--- src/rtl/acorn128_dec_core.sv ---
// ---------------------------------------------------------------------------
// acorn128_dec_core
//
// Byte-serial ACORN-128 decryption engine. A fully initialised 293-bit state
// is loaded with a one-cycle `load` pulse. Ciphertext bytes then arrive over
// a valid/ready stream. Each byte is processed LSB first, one bit per clock.
// Every recovered plaintext bit is fed back into the state in the same way
// the encryptor fed the plaintext, so the two state machines stay identical.
// The final state is exposed on `state_out` for the tag-generation stage.
//
// Parameters
//   CA_BIT     control bit `ca` used during the message phase
//   CB_BIT     control bit `cb` used during the message phase
//
// Ports
//   clk        rising-edge clock
//   rst        asynchronous active-high reset
//   load       one-cycle pulse: capture state_in, abort any byte, go ARMED
//   state_in   initialised state S0..S292
//   ct_valid   ciphertext byte valid
//   ct_ready   core can accept a ciphertext byte (ARMED only)
//   ct_byte    ciphertext byte, processed LSB first
//   ct_last    marks the final byte of the message
//   pt_valid   recovered plaintext byte valid (OUT)
//   pt_ready   downstream accepts the plaintext byte
//   pt_byte    recovered plaintext byte
//   pt_last    ct_last captured with this byte
//   state_out  live state register
//   busy       high in RUN or OUT
//   done       high in DONE
// ---------------------------------------------------------------------------
`timescale 1ns/1ps

module acorn128_dec_core #(
    parameter bit CA_BIT = 1'b1,
    parameter bit CB_BIT = 1'b0
) (
    input  logic         clk,
    input  logic         rst,
    input  logic         load,
    input  logic [292:0] state_in,
    input  logic         ct_valid,
    output logic         ct_ready,
    input  logic [7:0]   ct_byte,
    input  logic         ct_last,
    output logic         pt_valid,
    input  logic         pt_ready,
    output logic [7:0]   pt_byte,
    output logic         pt_last,
    output logic [292:0] state_out,
    output logic         busy,
    output logic         done
);

    typedef enum logic [2:0] {
        ST_IDLE,
        ST_ARMED,
        ST_RUN,
        ST_OUT,
        ST_DONE
    } fsm_e;

    fsm_e         fsm_q,     fsm_d;
    logic [292:0] state_q,   state_d;
    logic [2:0]   bit_cnt_q, bit_cnt_d;
    logic [7:0]   ct_sh_q,   ct_sh_d;    // ciphertext, shifted right each bit
    logic [7:0]   pt_sh_q,   pt_sh_d;    // plaintext, filled from the MSB end
    logic         pt_last_q, pt_last_d;

    // -----------------------------------------------------------------------
    // One ACORN message-phase step on the live state.
    // -----------------------------------------------------------------------
    logic [292:0] s_lin;
    logic [292:0] state_step;
    logic         ks_bit;
    logic         m_bit;
    logic         f_bit;

    function automatic logic maj3(input logic a, input logic b, input logic c);
        return (a & b) ^ (a & c) ^ (b & c);
    endfunction

    function automatic logic ch3(input logic a, input logic b, input logic c);
        return (a & b) ^ (~a & c);
    endfunction

    always_comb begin
        // NOTE: every combinational output gets a default first, so no path
        // through the block leaves a variable unassigned and no latch appears.
        s_lin = state_q;

        // All six LFSR feedbacks read pre-step values, hence state_q on the
        // right-hand side rather than s_lin.
        s_lin[289] = state_q[289] ^ state_q[235] ^ state_q[230];
        s_lin[230] = state_q[230] ^ state_q[196] ^ state_q[193];
        s_lin[193] = state_q[193] ^ state_q[160] ^ state_q[154];
        s_lin[154] = state_q[154] ^ state_q[111] ^ state_q[107];
        s_lin[107] = state_q[107] ^ state_q[66]  ^ state_q[61];
        s_lin[61]  = state_q[61]  ^ state_q[23]  ^ state_q[0];

        ks_bit = s_lin[12] ^ s_lin[154]
               ^ maj3(s_lin[235], s_lin[61], s_lin[193])
               ^ ch3(s_lin[230], s_lin[111], s_lin[66]);

        // Decrypt first; the recovered bit is what feeds the state.
        m_bit = ct_sh_q[0] ^ ks_bit;

        f_bit = s_lin[0] ^ ~s_lin[107]
              ^ maj3(s_lin[244], s_lin[23], s_lin[160])
              ^ (CA_BIT & s_lin[196])
              ^ (CB_BIT & ks_bit);

        state_step = {f_bit ^ m_bit, s_lin[292:1]};
    end

    // -----------------------------------------------------------------------
    // Next-state logic: load wins over everything, otherwise the FSM decides.
    // -----------------------------------------------------------------------
    always_comb begin
        fsm_d     = fsm_q;
        state_d   = state_q;
        bit_cnt_d = bit_cnt_q;
        ct_sh_d   = ct_sh_q;
        pt_sh_d   = pt_sh_q;
        pt_last_d = pt_last_q;

        if (load) begin
            fsm_d     = ST_ARMED;
            state_d   = state_in;
            bit_cnt_d = 3'd0;
            ct_sh_d   = 8'h00;
            pt_sh_d   = 8'h00;
            pt_last_d = 1'b0;
        end else begin
            case (fsm_q)
                ST_ARMED: begin
                    if (ct_valid) begin
                        ct_sh_d   = ct_byte;
                        pt_last_d = ct_last;
                        bit_cnt_d = 3'd0;
                        fsm_d     = ST_RUN;
                    end
                end
                ST_RUN: begin
                    state_d   = state_step;
                    ct_sh_d   = {1'b0, ct_sh_q[7:1]};
                    // After eight shifts the first bit sits in pt_byte[0].
                    pt_sh_d   = {m_bit, pt_sh_q[7:1]};
                    bit_cnt_d = bit_cnt_q + 3'd1;
                    if (bit_cnt_q == 3'd7) begin
                        fsm_d = ST_OUT;
                    end
                end
                ST_OUT: begin
                    if (pt_ready) begin
                        fsm_d = pt_last_q ? ST_DONE : ST_ARMED;
                    end
                end
                default: begin
                    // IDLE and DONE hold everything until load or rst.
                end
            endcase
        end
    end

    // -----------------------------------------------------------------------
    // Registers
    // -----------------------------------------------------------------------
    // NOTE: sequential state uses non-blocking assignments only, so every
    // register samples its _d value from before the edge.
    always_ff @(posedge clk or posedge rst) begin
        if (rst) begin
            fsm_q     <= ST_IDLE;
            // NOTE: the 293-bit state is a flop bank, not a RAM; it is reset
            // because state_out must read zero straight after reset.
            state_q   <= '0;
            bit_cnt_q <= 3'd0;
            ct_sh_q   <= 8'h00;
            pt_sh_q   <= 8'h00;
            pt_last_q <= 1'b0;
        end else begin
            fsm_q     <= fsm_d;
            state_q   <= state_d;
            bit_cnt_q <= bit_cnt_d;
            ct_sh_q   <= ct_sh_d;
            pt_sh_q   <= pt_sh_d;
            pt_last_q <= pt_last_d;
        end
    end

    // -----------------------------------------------------------------------
    // Outputs decode directly from registers.
    // -----------------------------------------------------------------------
    assign ct_ready  = (fsm_q == ST_ARMED);
    assign pt_valid  = (fsm_q == ST_OUT);
    assign pt_byte   = pt_sh_q;
    assign pt_last   = pt_last_q;
    assign state_out = state_q;
    assign busy      = (fsm_q == ST_RUN) || (fsm_q == ST_OUT);
    assign done      = (fsm_q == ST_DONE);

endmodule

--- config.mk ---
export PLATFORM = sky130hd
export DESIGN_NAME = acorn128_dec_core
export DESIGN_NICKNAME = d
export VERILOG_FILES = /design/src/rtl/acorn128_dec_core.sv
export SDC_FILE = /design/constraint.sdc
export NUM_CORES = 1
export LEC_CHECK = 0
export ABC_AREA = 1
export CORE_AREA = 3 3 235 237
export DETAILED_ROUTE_END_ITERATION = 7
export DIE_AREA = 0 0 238 240
export DONT_BUFFER_PORTS = 1
export PLACE_DENSITY = 0.49
export SLEW_MARGIN = 20
export SYNTH_ARGS = -nofsm -noshare
export SYNTH_HDL_FRONTEND = slang
export SYNTH_SLANG_ARGS = --single-unit
--- constraint.sdc ---
create_clock -name clk -period 29 [get_ports clk]
set_input_delay 4.35 -clock clk [delete_from_list [all_inputs] [get_ports clk]]
set_output_delay 4.35 -clock clk [all_outputs]
set_load 0.005 [all_outputs]
Word-level counts from Yosys, hierarchy flattened
Cells that the tools add are included.
{ "word_totals": {"register_bits": 316, "inputBits": 307, "out_inout_bits": 306} }
{ "op_classes": {"muxes": 19, "n_reduce_logical": 9, "add_sub_neg": 1, "eq_ne": 8, "n_bitwise": 35} }
{ "ops": {"columns": ["cell", "count"], "rows": [
  ["two-way mux 293 bit", 2],
  ["two-way mux 8 bit", 4],
  ["bitwise XOR 1 bit", 25],
  ["two-way mux 3 bit", 7],
  ["one-hot mux 8 bit (2 select lines)", 1],
  ["one-hot mux 3 bit (3 select lines)", 1],
  ["AND 1 bit", 8],
  ["equality test 3 x 2 -> 1 bit, second input constant", 2],
  ["equality test 3 bit, second input constant", 2],
  ["inequality test 3 bit, second input constant", 2],
  ["one-hot mux 3 bit (2 select lines)", 1],
  ["nonzero test 2 bit", 3],
  ["AND reduction 2 bit", 2],
  ["AND reduction 4 bit", 1],
  ["nonzero test 4 bit", 1],
  ["adder 3 x 1 -> 3 bit, second input constant", 1],
  ["equality test 3 x 1 -> 1 bit, second input constant", 1],
  ["two-way mux 1 bit", 3],
  ["inequality test 3 x 2 -> 1 bit, second input constant", 1],
  ["nonzero test 3 bit", 1],
  ["NOT 1 bit", 2],
  ["logical OR 1 bit", 1]
]} }

Longest topological paths before layout
{ "depth": {"word_depth": 11, "ltp_mapped": 14, "mapped_depth_nobuf": 14} }

Least setup slack after synthesis
OpenSTA, ideal clock, no wires.
{ "synth_path": {"path_kind": "input-to-reg", "startpoint": "input port load", "endpoint": "register state_q[106], in the netlist state_out[106]", "stages": 6, "required_ps": 28862, "t_arrival_ps": 5186, "slack_ps": 23676, "setup_time_ps": 138, "n_path_buf": 3, "cell_sequence": "buf_2 > inv_1 > nand2_2 > buf_2 > buf_2 > o221ai_1"} }
{ "synth_via": {"elab_chain_len": 1} }
{ "synth_lines": {"columns": ["element", "line_no", "rtl"], "rows": [
  ["start: declaration", "40", "input logic load,"],
  ["two-way mux 293 bit or nonzero test 2 bit (tied branches)", null, null],
  ["end signal: assignment", "183", "state_q <= state_d;"],
  ["end: declaration", "64", "logic [292:0] state_q, state_d;"]
]} }
Parallel ways exist; a longest one is shown, timed or not.
A chain may end at the register's enable or synchronous reset.

Final worst setup path
{ "layout_path": {"startpoint": "input port load", "endpoint": "register ct_sh_q[0]"} }
{ "layout_via": {"elab_chain_len": 2} }
{ "layout_lines": {"columns": ["element", "line_no", "rtl"], "rows": [
  ["inequality test 3 bit (no line) or nonzero test 3 bit (tied branches)", null, null],
  ["AND reduction 2 bit (no line)", null, null],
  ["end signal: assignment", "185", "ct_sh_q <= ct_sh_d;"],
  ["end: declaration", "66", "logic [7:0] ct_sh_q, ct_sh_d;"]
]} }
Parallel ways exist; a longest one is shown, timed or not.

==> summary.txt <==
Reg power frac: 0.466
Max Clk Rate: 0.1607 GHz
maximum vdd ir drop: 0.03831 mV
clock-pin slew on the worst setup and hold paths: 60 ps
detailed-route via count: 11180
outcome: finished, final reports clean
P_leak: 0.007188 uW
EDFF count, synth: 0
Setup TNS Final: 0 ps
Yosys cell types: 34
postcts setup bufs: 0
unrepaired setup endpoints after global routing: no
worst reg2reg startpoint: fsm_q[0]
mapped cell area: 0.01399 mm2
Final setup viols: 0
Avg Vias per Cell: 5.098
crit path DAT: 6680 ps
number of remaining DRC errors: 0
die height: 240 um
Initial Util: 0.2616
Routed WL: 53.85 mm
Sink Count: 316
Clock power frac: 0.346
root buf cell: clkbuf_16
Crit Path Max Fanout: 299
crit path time final: 6223 ps
antenna viol nets, final: 0
cts hold-fix bufs: 0
Seq/Total Area, Yosys: 0.5651
HP Class: flip-flop to flip-flop
Core Box Area: 0.05350 mm2
post-synthesis xor/xnor area fraction: 0.005008
Slew Viols, Final: 0
max cap viols: 0
Async SR Flop Fraction: 1.000
measured slew at the worst slew-check pin: 1339 ps
Top Ports: 613
crit end category: flip-flop
WP data required: 29460 ps
Rows: 85
GP Congestion: 0.8411
pwr/cell area: 89.78 mW/mm2
Slew headroom: 0.1074
Layout area overhead: 12.89%
post-synthesis compound-gate area fraction: 0.1721
top_reg_cell synth: dfrtp_1
TritonCTS clock tree: built
TritonCTS Buffers: 38
remaining global-route overflow: 0
Die Area: 0.05712 mm2
sw power: 497.3 uW
Mean Syn Cell Area: 9.181 um2
Clock Skew: 15.49 ps
startpoint types: primary input
fin crit share: 0.2146
crit path from: load
Post-Synth Adder-Cell Area: 0.001788
hold_ws: 494.5 ps
DR WL/cell: 24.56 um
Ys Warns: 0
CTS resizes: 0
simple-gate portion of the synthesized area: 0.1604
synthesis-stage register bit count: 316
largest net degree at the start of global routing: 300
Post-Syn Nets: 1833
iteration count of the initial detailed-routing pass: 5
switching portion of total power: 0.3507
Logic pwr share: 0.188
layout cells sized above 1: 0.05678
Final Net Count: 1781
Final Hold Vio Count: 0
Clock Latency Late Sink: 530 ps
WS Path Type: primary input to flip-flop
mux share of post-synthesis cell area: 0
Mapped Cells: 1524
H-tree depth: 2
Pint: 920.8 uW
Ant. Diodes: 0
antenna violations before repair: 0
die width: 238 um
Layout Utilization: 0.2953
Clock Path Buffers: 3
vias in the first global route: 11530
DP Wirelength: 38.59 mm
Total GRT Usage: 0.1806
HP Start: ct_sh_q[2]
global-route wire length before repair: 78.39 mm
input/output buffers: 0
largest family of logic cells by synthesized area: compound AO/OA/AOI/OAI gates
drt initial violations: 678
[synthesized netlist by cell type, types with 3 or more instances]
master    number  area share
nand2_1      497        0.13
dfrtp_1      316        0.57
inv_1        230       0.062
o221ai_1     162        0.10
o211ai_1     101       0.054
buf_2         51       0.018
nand3_1       50       0.018
clkbuf_1      45       0.012
o21ai_1       11      0.0039
a22oi_1        8      0.0043
o22ai_1        6      0.0027
xor2_1         5      0.0031
o21ai_0        4      0.0014
a21oi_1        3      0.0011
buf_1          3     0.00080
inv_2          3     0.00080
nand3b_1       3      0.0016
nor2_2         3      0.0013
xnor2_1        3      0.0019
[routing by layer]
| metal | wire [um] | up-vias | GRT usage |
|---|---|---|---|
| met2 | 26600 | 494 | 0.3068 |
| met5 | 0 | - | 0 |
| met3 | 4717 | 81 | 0.06492 |
| met1 | 21100 | 5581 | 0.2167 |
| met4 | 1427 | 0 | 0.05076 |
| li1 | - | 5025 | - |
[final timing paths]
path	endpoint	slack, ps	cells after the start
worst max-delay path	ct_sh_q[0]	22780	6
worst min-delay path	ct_sh_q[2]	490	2
worst min register to register	ct_sh_q[2]	490	2
max in group asynchronous	state_out[11]	23600	2
worst max register to register	ct_sh_q[0]	25880	6
min in group asynchronous	ct_sh_q[6]	3840	1
[placed cells by master, fill, tap and decap left out, types with 3 or more instances in the layout]
master | synthesis | final
nand3_1 | 50 | 50
clkbuf_1 | 45 | 4
o211ai_1 | 101 | 101
o21ai_1 | 11 | 11
o22ai_1 | 6 | 6
xor2_1 | 5 | 5
clkbuf_8 | 0 | 14
inv_1 | 230 | 229
nand2_1 | 497 | 497
o221ai_1 | 162 | 162
xnor2_1 | 3 | 3
o21ai_0 | 4 | 4
buf_4 | 0 | 9
clkbuf_16 | 0 | 39
a22oi_1 | 8 | 8
a21oi_1 | 3 | 3
nand3b_1 | 3 | 3
dfrtp_1 | 316 | 316
[power groups by stage]
stage,clock [uW],sequential [uW],combinational [uW]
after global routing,521,672,308
after floorplan,0,610,214
after detailed placement,0,670,273
after global placement,0,671,266
after CTS,506,664,274
final,490,661,267
[flip-flops by register name (all words and copies together) (netlist names)]
register and count:
bit_cnt_q 3, ct_sh_q 8, fsm_q 3, pt_byte 8, pt_last 1, state_out 293
[logic make-up after synthesis]
kind of cell / count (synthesis)
AO/OA/AOI/OAI: 300
XOR/XNOR: 8
adder cells (fa/ha/maj): 2
buffers and inverters: 335
flip-flops: 316
AND/OR/NAND/NOR: 563
[critical path, cell delays in order]
cell and delay [ps]:
inv_1 160, nand2_8 400, inv_4 590, buf_4 610
a22oi_1 140, o21ai_1 170
[stage by stage]
step | worst slack, ps | std cells | total power, uW | area (um2)
after floorplan | 15910 | 1524 | 823.6 | 13990
after global placement | 22270 | 2128 | 936.9 | 14510
after detailed placement | 22150 | 2128 | 943.1 | 14510
after CTS | 22750 | 2193 | 1443 | 15800
after global routing | 22600 | 2193 | 1500 | 15800
final | 22780 | 2193 | 1418 | 15800
[final cells by class]
cell class,count,area (um2)
tap,696,870.8
clock buffer,57,1184
sequential,316,7908
multi-input combinational,873,4767
inverter,234,895.9
timing repair buffer,9,67.56
clock inverter,8,102.6
fill,5676,37700
No activity file was read; power rests on OpenSTA's default activity.
